<file path="config.mk">
export PLATFORM = sky130hd
export DESIGN_NAME = reg_file_2r1w
export DESIGN_NICKNAME = d
export VERILOG_FILES = /design/src/rtl/reg_file_2r1w.sv
export SDC_FILE = /design/constraint.sdc
export NUM_CORES = 1
export LEC_CHECK = 0
export BUFFER_PORTS_ARGS = -buffer_cell sky130_fd_sc_hd__buf_2
export CAP_MARGIN = 20
export CORE_MARGIN = 1
export CORE_UTILIZATION = 55
export CTS_CLUSTER_DIAMETER = 80
export DETAILED_ROUTE_END_ITERATION = 10
export PLACE_DENSITY = 0.76
export SLEW_MARGIN = 20
export SYNTH_ARGS = -nofsm -noshare
export SYNTH_HDL_FRONTEND = slang
export SYNTH_SLANG_ARGS = --single-unit
export TNS_END_PERCENT = 50
</file>
<file path="constraint.sdc">
create_clock -name CLK -period 1.9 [get_ports CLK]
set_input_delay 0 -clock CLK [delete_from_list [all_inputs] [get_ports CLK]]
set_output_delay 0 -clock CLK [all_outputs]
set_load 0.02 [all_outputs]
</file>
<file path="src/rtl/reg_file_2r1w.sv">
// reg_file_2r1w: DEPTH x WIDTH register file, one synchronous write port, two combinational read ports.
// Define REG_FILE_WRITE_BYPASS_EN to forward WD to any read port addressing the word being written.
module reg_file_2r1w #(
    parameter int WIDTH    = 8,
    parameter int ADDR_W   = 3,
    parameter int ZERO_REG = 0
) (
    input  logic              CLK,
    input  logic              RST,
    input  logic              WE,
    input  logic [ADDR_W-1:0] WA,
    input  logic [WIDTH-1:0]  WD,
    input  logic [ADDR_W-1:0] RA1,
    output logic [WIDTH-1:0]  RD1,
    input  logic [ADDR_W-1:0] RA2,
    output logic [WIDTH-1:0]  RD2
);
    localparam int   DEPTH = 2 ** ADDR_W;
    localparam logic ZR    = (ZERO_REG != 0);
    logic [WIDTH-1:0] mem_q [DEPTH];
    logic [WIDTH-1:0] mem_d [DEPTH];
    always_comb begin
        for (int i = 0; i < DEPTH; i++)
            mem_d[i] = (WE && WA == ADDR_W'(i) && !(ZR && i == 0)) ? WD : mem_q[i];
    end
    always_ff @(posedge CLK) begin
        for (int i = 0; i < DEPTH; i++)
            mem_q[i] <= RST ? '0 : mem_d[i];
    end
`ifdef REG_FILE_WRITE_BYPASS_EN
    // Forwarding is suppressed in reset cycles because the write is discarded.
    logic fwd1, fwd2;
    assign fwd1 = WE && !RST && RA1 == WA;
    assign fwd2 = WE && !RST && RA2 == WA;
    assign RD1  = (ZR && RA1 == '0) ? '0 : fwd1 ? WD : mem_q[RA1];
    assign RD2  = (ZR && RA2 == '0) ? '0 : fwd2 ? WD : mem_q[RA2];
`else
    assign RD1  = (ZR && RA1 == '0) ? '0 : mem_q[RA1];
    assign RD2  = (ZR && RA2 == '0) ? '0 : mem_q[RA2];
`endif
endmodule

</file>
==> key figures <==
Synth
  – Syn Inst Count: 143
  – Syn nets: 163
  – Yosys cell types: 15
  – Sequential share of the synthesized area: 60.8%
  – Mean Syn Cell Area: between 20 and 25 um2
  – YS warnings: 0
  – Post-Syn Area: 3160 um2
  – Number of synthesized register bits: 64

Flow run
  – MaxCap Viol Count: 0

CTS
  – Post-CTS Setup Inserts: 0
  – Deepest clock path buffer count: 2
  – Clk root buf: clkbuf_8
  – CTS Buf Count: 9
  – Clk slew on worst S/H paths: around 0.06 ns
  – CTS tree: done
  – Post_cts resized: 0
  – CTS H-Tree Depth: 3
  – Clk sinks: 64
  – Hold buffers post-CTS: 0

Global routing
  – Grt total ovfl: 0
  – Initial antenna violation count: 0
  – First-pass GRT wire length: roughly 8.5 mm
  – Largest net degree at the start of global routing: 17
  – Total GRT Usage: 20.8%
  – Number of global-route vias before repair: between 1500 and 2000

Timing
  – Fin crit period: 1.68 ns
  – Setup violators final: 0
  – RSZ-0062 raised after global routing: no
  – Hold slack: 0.130 ns
  – Pins Over Slew Limit: 0
  – Final Cycle Share: 88.6%
  – Slew of the pin with the lowest slew margin: 0.498 ns
  – Relative slew slack: 66.8%
  – Fin. Hold Viols: 0
  – Fmax: between 500 and 600 MHz
  – Setup_tns: 0 ns

Drt
  – Vias per cell: 6.21
  – Drt wl/cell: 21.7 um
  – DRC violations left: 0
  – DR vias: approximately 1600
  – 1st-iter DRT viols: 122
  – Pre-antenna DRT Iters: 4
  – Post-Route WL: 5.51 mm
  – ANT nets after route: 0

Layout
  – Largest registers: mem_q (64)
  – Max FFs per register: 64
  – Non-Filler Instances: about 250
  – Final core utilization: a little under two thirds
  – Layout cell share with drive strength beyond 1: 39.0%
  – Most common cell after layout, fill and taps aside: edfxtp_1
  – Most frequent cells in the layout: 64 x edfxtp_1, 35 x buf_2, 29 x mux4_1
  – Layout area overhead: 11.1%
  – Antenna cells: 0
  – Nets: 198
  – Largest register by flop count: mem_q

Power
  – Total power: 3.27 mW
  – Sw Ratio: 22.7%
  – Max IR drop VDD: between 0.0005 and 0.0006 V
  – P_leak: between 1 and 1.5 nW
  – Clock share of power: 31.6%
  – PwrDens: about 930 nW/um2
  – NetSw: 742 uW
  – Part of the power in registers: between 50% and 60%
  – Gate power share: 14.8%
  – Internal Pwr Total: between 2 and 3 mW

Floorplanning
  – Number of core rows: 27
  – Core ar.: between 5000 and 6000 um2
  – Top Ports: 36
  – Die area: 6060 um2
  – Die width: just under 80 um
  – Starting Density: 57.1%
  – Die Y: 77.8 um

Min path
  – Hold Crit Class: input pin to flip-flop
  – HP Start: WD[6]

Worst setup path
  – CP peak stage delay: 0.51 ns
  – Critical Path AT: 1.68 ns
  – CP bufs+invs: 1
  – Critical Path Start Type: flip-flop
  – CP required: 1.90 ns
  – Worst path top cell family by delay: multiplexers
  – Cell Chain, Critical Path: mux4_1, mux2_2, buf_2
  – Worst Setup SP: mem_q[6][0]$_DFFE_PP_
  – WS Path Type: flip-flop to primary output
  – CP max-delay cell: mux4_1
  – Worst-path maximum fanout: 2
  – Critical Path Sink Type: primary output

Placement
  – Dpl hpwl: 3.66 mm
  – Port Buffers: 35
  – RD Place Congestion: ~0.70
  – Placed instance count: 239

Run status
  – Run status: finished, final reports clean
-- path summary, 6_finish.rpt --
check	endpoint	slack, ns	cells past startpoint
worst min-delay path	mem_q[0][6]$_DFFE_PP_	0.13	2
worst max-delay path	RD2[0]	0.22	3
-- cell usage after synthesis --
master,number,area share [%]
mux4_2,3,2.1
mux2_2,16,5.7
edfxtp_1,64,61
buf_1,2,0.24
a21o_1,1,0.24
nor2b_1,9,1.8
clkbuf_1,3,0.36
buf_12,2,1.3
a31o_2,4,1.1
mux4_1,29,24
a41o_1,3,0.95
buf_2,2,0.32
inv_1,2,0.24
nor2_1,1,0.12
buf_6,2,0.71
-- power groups by stage --
| stage | sequential [mW] | clock [mW] | combinational, mW |
|---|---|---|---|
| 4_1_cts | 1.75 | 1.04 | 0.491 |
| 6_report | 1.75 | 1.03 | 0.485 |
| 5_1_grt | 1.77 | 1.10 | 0.517 |
| 3_3_place_gp | 1.77 | 0 | 0.473 |
| 2_1_floorplan | 1.76 | 0 | 0.373 |
| 3_5_place_dp | 1.78 | 0 | 0.488 |
-- cell type report --
class | instances | area [um2]
Fill cell | 377 | 2030
Clock inverter | 5 | 48.8
Tap cell | 72 | 90.1
Clock buffer | 10 | 128
Sequential cell | 64 | 1920
Inverter | 2 | 7.51
Timing Repair Buffer | 35 | 175
Multi-Input combinational cell | 66 | 1140
-- metrics by stage --
stage / setup WS (ns) / instance area [um2]
floorplan: 0.743 / 3160
global placement: 0.475 / 3340
detailed placement: 0.441 / 3340
CTS: 0.204 / 3510
global route: 0.160 / 3510
finish: 0.217 / 3510
-- metal layers --
layer	wire length [um]	global-route usage, %
met1	2100	23.4
met2	3120	37.6
met3	219	5.29
met4	66	8.49
met5	0	0
-- cells by family after synthesis --
logic type             count (synthesis)  share of synthesized area, %
multiplexers                          48                          31.9
flip-flops                            64                          60.8
AND/OR/NAND/NOR                       10                          1.90
buffers and inverters                 13                          3.13
AO/OA/AOI/OAI                          8                          2.29
Power figures use the tool's default switching activity.
